### src/rtl/alu_operand_stage.sv
// Operand stage between decode and EX: per-source MEM/WB forwarding, immediate
// selection, load-use stall detection and the registered EX payload.
module alu_operand_stage #(
   parameter int DATA_W   = 16,
   parameter int ADDR_W   = 3,
   parameter bit ZERO_REG = 1'b1
) (
   input  logic              clk,
   input  logic              rst_n,
   input  logic              id_valid,
   output logic              id_ready,
   input  logic [ADDR_W-1:0] id_rs1,
   input  logic [ADDR_W-1:0] id_rs2,
   input  logic [DATA_W-1:0] id_reg1_val,
   input  logic [DATA_W-1:0] id_reg2_val,
   input  logic [DATA_W-1:0] id_imm,
   input  logic              id_use_imm,
   input  logic [ADDR_W-1:0] id_rd,
   input  logic              id_rd_we,
   input  logic              id_is_load,
   input  logic [ADDR_W-1:0] mem_rd,
   input  logic              mem_we,
   input  logic [DATA_W-1:0] mem_val,
   input  logic [ADDR_W-1:0] wb_rd,
   input  logic              wb_we,
   input  logic [DATA_W-1:0] wb_val,
   input  logic              ex_ready,
   output logic              ex_valid,
   output logic [DATA_W-1:0] ex_op1,
   output logic [DATA_W-1:0] ex_op2,
   output logic [ADDR_W-1:0] ex_rd,
   output logic              ex_rd_we,
   output logic              ex_is_load,
   output logic [1:0]        fwd1_sel,
   output logic [1:0]        fwd2_sel,
   input  logic              clr_stats,
   output logic [15:0]       stall_cnt
);

   typedef enum logic {RUN = 1'b0, LU_STALL = 1'b1} state_t;

   state_t            state;
   logic              rs1_zero_p0;
   logic              rs2_zero_p0;
   logic [DATA_W-1:0] op1_p0;
   logic [DATA_W-1:0] op2_p0;
   logic [1:0]        sel1_p0;
   logic [1:0]        sel2_p0;
   logic              hit1_p0;
   logic              hit2_p0;
   logic              load_use_p0;
   logic              take_p0;

   function automatic logic [15:0] sat_inc(input logic [15:0] v);
      return (v == 16'hFFFF) ? v : v + 16'd1;
   endfunction

   // ---- decode side (p0): operand selection and hazard detection ----
   assign rs1_zero_p0 = ZERO_REG && (id_rs1 == '0);
   assign rs2_zero_p0 = ZERO_REG && (id_rs2 == '0);

   always_comb begin
      op1_p0  = id_reg1_val;
      sel1_p0 = 2'd0;
      if (rs1_zero_p0) begin
         op1_p0  = '0;
         sel1_p0 = 2'd0;
      end else if (mem_we && (mem_rd == id_rs1)) begin
         op1_p0  = mem_val;
         sel1_p0 = 2'd1;
      end else if (wb_we && (wb_rd == id_rs1)) begin
         op1_p0  = wb_val;
         sel1_p0 = 2'd2;
      end
   end

   always_comb begin
      op2_p0  = id_reg2_val;
      sel2_p0 = 2'd0;
      if (id_use_imm) begin
         op2_p0  = id_imm;
         sel2_p0 = 2'd3;
      end else if (rs2_zero_p0) begin
         op2_p0  = '0;
         sel2_p0 = 2'd0;
      end else if (mem_we && (mem_rd == id_rs2)) begin
         op2_p0  = mem_val;
         sel2_p0 = 2'd1;
      end else if (wb_we && (wb_rd == id_rs2)) begin
         op2_p0  = wb_val;
         sel2_p0 = 2'd2;
      end
   end

   // A load in EX cannot forward its data yet, so a consumer must wait a cycle.
   assign hit1_p0     = (ex_rd == id_rs1) && !rs1_zero_p0;
   assign hit2_p0     = (ex_rd == id_rs2) && !rs2_zero_p0 && !id_use_imm;
   assign load_use_p0 = id_valid && ex_valid && ex_is_load && ex_rd_we &&
                        (hit1_p0 || hit2_p0);
   assign id_ready    = ex_ready && !load_use_p0;
   assign take_p0     = id_valid && id_ready;

   // ---- EX register (p1), stall FSM and statistics ----
   always_ff @(posedge clk or negedge rst_n) begin
      if (!rst_n) begin
         state      <= RUN;
         stall_cnt  <= '0;
         ex_valid   <= 1'b0;
         ex_op1     <= '0;
         ex_op2     <= '0;
         ex_rd      <= '0;
         ex_rd_we   <= 1'b0;
         ex_is_load <= 1'b0;
         fwd1_sel   <= 2'd0;
         fwd2_sel   <= 2'd0;
      end else begin
         if (clr_stats)
            stall_cnt <= '0;
         else if (ex_ready && load_use_p0 && (state == RUN))
            stall_cnt <= sat_inc(stall_cnt);
         else
            stall_cnt <= stall_cnt;

         if (ex_ready) begin
            case (state)
               RUN:      if (load_use_p0) state <= LU_STALL;
               LU_STALL: state <= RUN;
               default:  state <= RUN;
            endcase

            if (take_p0) begin
               ex_valid   <= 1'b1;
               ex_op1     <= op1_p0;
               ex_op2     <= op2_p0;
               ex_rd      <= id_rd;
               ex_rd_we   <= id_rd_we;
               ex_is_load <= id_is_load;
               fwd1_sel   <= sel1_p0;
               fwd2_sel   <= sel2_p0;
            end else begin
               ex_valid <= 1'b0;
            end
         end
      end
   end

endmodule

### config.mk
export PLATFORM = sky130hd
export DESIGN_NAME = alu_operand_stage
export DESIGN_NICKNAME = d
export VERILOG_FILES = /design/src/rtl/alu_operand_stage.sv
export SDC_FILE = /design/constraint.sdc
export NUM_CORES = 1
export LEC_CHECK = 0
export ABC_AREA = 1
export BUFFER_PORTS_ARGS = -buffer_cell sky130_fd_sc_hd__buf_2
export CAP_MARGIN = 20
export CORE_MARGIN = 2
export CORE_UTILIZATION = 50
export CTS_CLUSTER_DIAMETER = 100
export DETAILED_ROUTE_END_ITERATION = 8
export PLACE_DENSITY_LB_ADDON = 0.15
export SETUP_SLACK_MARGIN = 0.1
export SLEW_MARGIN = 20
export SYNTH_ARGS = -nofsm -noshare
export SYNTH_HDL_FRONTEND = slang
export SYNTH_SLANG_ARGS = --single-unit
### constraint.sdc
create_clock -name clk -period 2.64 [get_ports clk]
set_input_delay 0.396 -clock clk [delete_from_list [all_inputs] [get_ports clk]]
set_output_delay 0.396 -clock clk [all_outputs]
set_load 0.005 [all_outputs]
==> flow_summary.ini, run 1 <==
[worst_hold_path]
hp-class = input pin to async pin

[floorplan]
die_area_um2 = 9132
design.portCount = 164
floorplan.initialDensity_pct = 51.27
chipWidth_um = 95.56
num_rows = 33
core_area_um2 = 8175
die_y_um = 95.56

[power]
net-switching-power_uw = 848.8
p_sw_share_pct = 31.10
comb_power_share_pct = 22.8
sequential_share_of_power_pct = 38.7
p_int_uw = 1881
total_leakage_power_uw = 0.003298
power_uw = 2730
ir_drop_mv = 0.3112
power_per_cell_area_nw_per_um2 = 511.6
clock_power_share_pct = 38.5

[yosys]
postSynthRegisterBits = 59
yosysWarningCount = 0
synth_largest_area_cell = sky130_fd_sc_hd__dfrtp_1
syn-num-nets = 769
yosysTopAreaCellShare_pct = 35.22
synth_seq_area_share_pct = 35.22
netlist_area_um2 = 4192
yosys-top-cells-area = sky130_fd_sc_hd__dfrtp_1, sky130_fd_sc_hd__nand2_1, sky130_fd_sc_hd__nand3_1, sky130_fd_sc_hd__inv_1, sky130_fd_sc_hd__xor2_1
synth_area_per_cell_um2 = 6.322
synthCells = 663
synth_cell_type_count = 30

[clock_network]
clock_path_buffers = 2
clk-insertion-delay-late_ns = 0.35
clkSlewWorstSetupHoldPaths_ns = 0.08
cts-buffers-inserted = 9
cts_tree = done
cts-htree-levels = 3
postCtsResizedCells = 0
postCtsSetupRepairBufs = 0
cts-hold-fix-buffers = 0
ctsRootBufferMaster = sky130_fd_sc_hd__clkbuf_8
cts_sinks = 59

[sta]
tightest_slew_ns = 0.8654
final.setup_skew_ns = 0.01109
hold_violations = 0
min_period_ns = 1.992
report.final.slew_viol_count = 0
finalCritPeriodShare_pct = 75.46
setup_viol_count_final = 0
rsz_0062_raised_after_global_routing = false
maxSlewHeadroom_pct = 42.24
worst_hold_slack_ns = 0.04195
timing.final.ws_setup_ns = 0.6478
setup_total_negative_slack_ns = 0
max_freq_mhz = 501.9

[cells_and_area]
mostFrequentLayoutCells = sky130_fd_sc_hd__nand2_1, sky130_fd_sc_hd__buf_2, sky130_fd_sc_hd__nand3_1
share_of_cells_above_drive_strength_1_pct = 25.67
final_instance_count_excl_fillers = 931
antenna_cells_inserted = 0
layout_commonest_cell = sky130_fd_sc_hd__nand2_1
layout.nets = 927
areaGrowthSynthToFinish_pct = 27.28

[drt]
remaining_drc_errors = 0
topRoutingLayerUsed = met4
wire_per_inst_um = 14.17
ant_nets = 0
post_drt_via_cell_ratio = 5.142
dr.pass1.iters = 5
met2RoutedLength_mm = 6.311
drt-met1-wl_mm = 5.590
drtIter0Drc = 193
wirelength_mm = 13.19
vias = 4787
met3_wirelength_mm = 1.017

[global_route]
via_count_of_the_first_global_routing_pass = 4411
number_of_antenna_violations_at_the_first_check_in_global_routing = 0
pin_count_of_the_biggest_net_entering_global_routing = 52
globalRoute.totalOverflow = 0
grtUsageTotal_pct = 30.03
grt_first_pass_wirelength_mm = 21.07

[worst_setup_path]
reg2regPathDepth = 9
arrival_ns = 1.60
setup.worst_path.start_class = register
worstSetupEndpointType = primary output
timing.critical_path.fanout_max = 5
crit-reg2reg-launch = stall_cnt[1]$_DFFE_PN0P_
crit_type = register to primary output
worstPathRequired_ns = 2.24
worstSetupStartpoint = ex_rd[1]$_DFFE_PN0P_

[job]
maxCapViolCount = 0

[placed_design]
port_buffers = 163
dpl_cells = 915
globalplace.congestion = 0.9289
hpwlAfterDp_mm = 9.749
place_ws_ns = 0.3896

[run_status]
status = finished, final reports clean
-- worst max-delay path, stage by stage, from the launching register on --
cell and delay [ns]:
sky130_fd_sc_hd__dfrtp_1 0.44, sky130_fd_sc_hd__inv_1 0.09, sky130_fd_sc_hd__nand2_1 0.06, sky130_fd_sc_hd__nand2_1 0.04
sky130_fd_sc_hd__nor2_1 0.11, sky130_fd_sc_hd__nand3_1 0.10, sky130_fd_sc_hd__nand2_1 0.12, sky130_fd_sc_hd__nand2_1 0.08
sky130_fd_sc_hd__nand2_1 0.06, sky130_fd_sc_hd__inv_1 0.03, sky130_fd_sc_hd__buf_2 0.12
-- cell usage after synthesis (all sizes together) --
| master | number |
|---|---|
| a21boi | 1 |
| a21o | 1 |
| a21oi | 4 |
| buf | 22 |
| clkbuf | 3 |
| dfrtp | 59 |
| ha | 1 |
| inv | 67 |
| nand2 | 318 |
| nand3 | 105 |
| nand3b | 9 |
| nand4 | 5 |
| nor2 | 30 |
| nor3 | 3 |
| o211ai | 1 |
| o21ai | 16 |
| o21bai | 2 |
| xnor2 | 6 |
| xor2 | 10 |
-- area by class of cell --
cell class	instances	area, um^2
fill	771	2840
multi-input combinational	512	2332
sequential	59	1476
timing repair buffer	172	895.9
inverter	67	251.5
tap	105	131.4
clock buffer	9	123.9
clock inverter	7	123.9
-- cells by family after synthesis --
logic type                 share of synthesized area (%)
adders and majority gates                         0.2985
DFF                                                35.22
AOI/OAI and AO/OA                                  3.821
and+or+nand+nor                                    48.18
xor gates and xnor gates                           3.343
buffers and inverters                              9.134
-- layer usage --
layer / global-route usage, % / vias up
met3: 6.324 / 28
li1: - / 2384
met4: 9.643 / 0
met1: 39.01 / 2157
met5: 0 / -
met2: 49.88 / 218
-- stage by stage --
stage / util, % / area [um^2]
after CTS: 65.26 / 5335
after floorplan: - / 4192
after detailed placement: 62.23 / 5087
final: 65.26 / 5335
after global placement: 62.23 / 5087
after global routing: 65.26 / 5335
-- final timing paths --
kind	slack, ns	to
min reg2reg	0.48	ex_op2[10]$_DFFE_PN0P_
max in group asynchronous	1.99	ex_rd_we$_DFFE_PN0P_
min in group clk	0.24	ex_rd[0]$_DFFE_PN0P_
min	0.04	stall_cnt[15]$_DFFE_PN0P_
max	0.65	id_ready
max reg2reg	0.75	stall_cnt[11]$_DFFE_PN0P_
-- sequential cells by signal (all words and copies together) (netlist names) --
signal      count
fwd1_sel        2
ex_op1         16
fwd2_sel        2
ex_rd_we        1
ex_valid        1
ex_rd           3
state           1
stall_cnt      16
ex_is_load      1
ex_op2         16
-- power by group through the flow --
stage          logic (uW)  clock network [uW]  registers (uW)
6_report              624                1050            1060
3_5_place_dp          624                   0            1070
3_3_place_gp          613                   0            1070
2_1_floorplan         316                   0            1070
5_1_grt               704                1100            1070
4_1_cts               625                1060            1050
Power figures use the tool's default switching activity.
==> run 2, diff against run 1 <==
--- a/config.mk
+++ b/config.mk
@@ -9,7 +9,7 @@
 export BUFFER_PORTS_ARGS = -buffer_cell sky130_fd_sc_hd__buf_2
 export CAP_MARGIN = 20
 export CORE_MARGIN = 2
-export CORE_UTILIZATION = 50
+export CORE_UTILIZATION = 45
 export CTS_CLUSTER_DIAMETER = 100
 export DETAILED_ROUTE_END_ITERATION = 8
 export PLACE_DENSITY_LB_ADDON = 0.15
==> constraint.sdc (replaced) <==
create_clock -name clk -period 1.72 [get_ports clk]
set_input_delay 0.258 -clock clk [delete_from_list [all_inputs] [get_ports clk]]
set_output_delay 0.258 -clock clk [all_outputs]
set_load 0.005 [all_outputs]
==> run 2 against run 1 <==
  * The run now ends with setup timing left
  * Worst setup slack got worse by 0.70 ns
  * Sequential share of layout area fell by 1.5 points
  * Via count rose by 4.4%
  * Combinational power rose by 68%
  * Non-clock buffer count rose by 35
  * Design area rose by 6.0%
  * Critical path depth fell by 1
  * Clock power rose by 9.5%
  * Final cell count rose by 4.4%
  * Core utilization fell by 3.5 points
  * Die area rose by 11%
  * Count of clock-buffer cells in the layout rose by 2
  * Highest routed layer unchanged
==> flow_summary.ini, run 2 (synthesis gave the netlist of run 1 again) <==
[sta]
setup_viol_count_final = 27
min_period_ns = 1.777
tightest_slew_ns = 0.5835
report.final.slew_viol_count = 0
max_freq_mhz = 562.7
rsz_0062_raised_after_global_routing = true
maxSlewHeadroom_pct = 60.96
final.setup_skew_ns = 0.01130
timing.final.ws_setup_ns = -0.05706
finalCritPeriodShare_pct = 103.3
hold_violations = 0

[cells_and_area]
mostFrequentLayoutCells = sky130_fd_sc_hd__nand2_1, sky130_fd_sc_hd__buf_2, sky130_fd_sc_hd__nand3_1
top_regs = ex_op1 x16, ex_op2 x16, stall_cnt x16
antenna_cells_inserted = 0
layout.nets = 962
fillerInstances = 885
layout_commonest_cell = sky130_fd_sc_hd__nand2_1
area.sequential_um2 = 1478
share_of_cells_above_drive_strength_1_pct = 29.62
areaGrowthSynthToFinish_pct = 34.87
multi_input_area_um2 = 2359
final_instance_count_excl_fillers = 972

[clock_network]
ctsRootBufferMaster = sky130_fd_sc_hd__clkbuf_8
cts_sinks = 59
clkSlewWorstSetupHoldPaths_ns = 0.07
cts-htree-levels = 3
cts-buffers-inserted = 9
cts_tree = done
clk-insertion-delay-late_ns = 0.34
clock_path_buffers = 2

[worst_setup_path]
setup.worst_path.start_class = register
crit_type = register to primary output
crit_path_max_incr_delay_ns = 0.46
category_of_cells_accounting_for_the_largest_share_of_critical_path_delay = simple AND/OR/NAND/NOR gates
worstPathCellList = nor2_1 -> nor2_1 -> nor2_1 -> nand2_1 -> nand2_2 -> nand2_2 -> nand2_1 -> inv_1 -> buf_2
path_common_cell = sky130_fd_sc_hd__nor2_1
timing.critical_path.fanout_max = 5
worstSetupEndpointType = primary output
worstPathRequired_ns = 1.46
critical_path_buf_inv_count = 2
timing.critical_path.slowest_stage_cell = sky130_fd_sc_hd__dfrtp_2
arrival_ns = 1.52

[worst_hold_path]
hp-class = input pin to register

[global_route]
grt_first_pass_wirelength_mm = 22.38
via_count_of_the_first_global_routing_pass = 4736
pin_count_of_the_biggest_net_entering_global_routing = 53
grtUsageTotal_pct = 28.02
number_of_antenna_violations_at_the_first_check_in_global_routing = 0
globalRoute.totalOverflow = 0

[floorplan]
chipWidth_um = 100.5
num_rows = 35
die_area_um2 = 10100
core_area_um2 = 9153
die_y_um = 100.5
design.portCount = 164
floorplan.initialDensity_pct = 45.80

[drt]
dr.pass1.iters = 5
post_drt_via_cell_ratio = 5.142
vias = 4998
drtIter0Drc = 244
ant_nets = 0
wirelength_mm = 14.27
remaining_drc_errors = 0
wire_per_inst_um = 14.68

[power]
power_per_cell_area_nw_per_um2 = 676.0
ir_drop_mv = 0.4719
total_leakage_power_uw = 0.003480

[placed_design]
place_ws_ns = 0.08034
globalplace.congestion = 0.8449
dpl_cells = 947
port_buffers = 163
hpwlAfterDp_mm = 10.12

[run_status]
violations = setup timing
status = finished, violations left

[job]
maxCapViolCount = 0
run 2: cell count changes in the layout (fill, tap and decap cells not counted), moves of 3 or more:
cell	before	now
sky130_fd_sc_hd__buf_4	8	35
sky130_fd_sc_hd__nand2_1	316	311
sky130_fd_sc_hd__nand2_2	2	7
sky130_fd_sc_hd__bufinv_16	3	0
sky130_fd_sc_hd__buf_12	1	7
sky130_fd_sc_hd__clkinv_2	0	4
run 2: timing repair:
| action | 4_1_cts | 5_1_grt |
|---|---|---|
| gates cloned | 0 | 1 |
| endpoints found under the hold margin | 21 | 0 |
| buffers inserted | 5 | 2 |
| hold buffers | 1 | 0 |
| resized for setup | 4 | 5 |
| setup endpoints to repair | 17 | 59 |
| pin swaps | 4 | 6 |
run 2: worst min-delay path, stage by stage:
cell and delay, ns:
sky130_fd_sc_hd__buf_2 0.07, sky130_fd_sc_hd__nand2_1 0.04, sky130_fd_sc_hd__nand2_1 0.04
run 2: area by class of cell:
cell class                 count  share of cell area, %
multi-input combinational    512                  41.72
tap                          111                  2.457
clock buffer                  11                  2.501
sequential                    59                  26.14
clock inverter                 5                 0.5091
timing repair buffer         207                  22.18
inverter                      67                  4.493
run 2: report_power, final:
group          internal, uW  switching [uW]  leakage (uW)  total (uW)
Sequential             1530            95.5      0.000765        1620
Combinational           447             599       0.00262        1050
Clock                   555             597     0.0000928        1150
run 2: path summary, 6_finish.rpt:
path | startpoint | endpoint | slack (ns) | depth (start not counted)
worst max-delay path | ex_rd[2]$_DFFE_PN0P_ | id_ready | -0.06 | 9
min in group asynchronous | rst_n | ex_op1[4]$_DFFE_PN0P_ | 0.46 | 2
max in group asynchronous | rst_n | ex_rd[2]$_DFFE_PN0P_ | 0.63 | 3
worst min-delay path | id_is_load | ex_is_load$_DFFE_PN0P_ | 0.12 | 3
worst min register to register | ex_op2[1]$_DFFE_PN0P_ | ex_op2[1]$_DFFE_PN0P_ | 0.48 | 2
worst max register to register | ex_rd[2]$_DFFE_PN0P_ | ex_rd[2]$_DFFE_PN0P_ | -0.02 | 12
run 2: per-stage QoR:
step	setup TNS, ns	cell area (um^2)	total power (uW)	hold WS (ns)	util (%)
after floorplan	0	4205	2131	-0.03759	-
after CTS	-0.02133	5603	3807	0.1085	61.22
after global placement	0	5375	2623	0.2857	58.73
after detailed placement	0	5375	2637	0.2877	58.73
final	-0.3390	5653	3822	0.1168	61.76
after global routing	-6.402	5653	4044	0.1099	61.76
run 2: per-layer routing:
layer	vias up	track usage [%]	share of wire, %
li1	2450	-	-
met1	2289	38.18	43
met2	232	45.64	47
met3	27	4.993	8.0
met4	0	8.535	1.9
met5	-	0	0
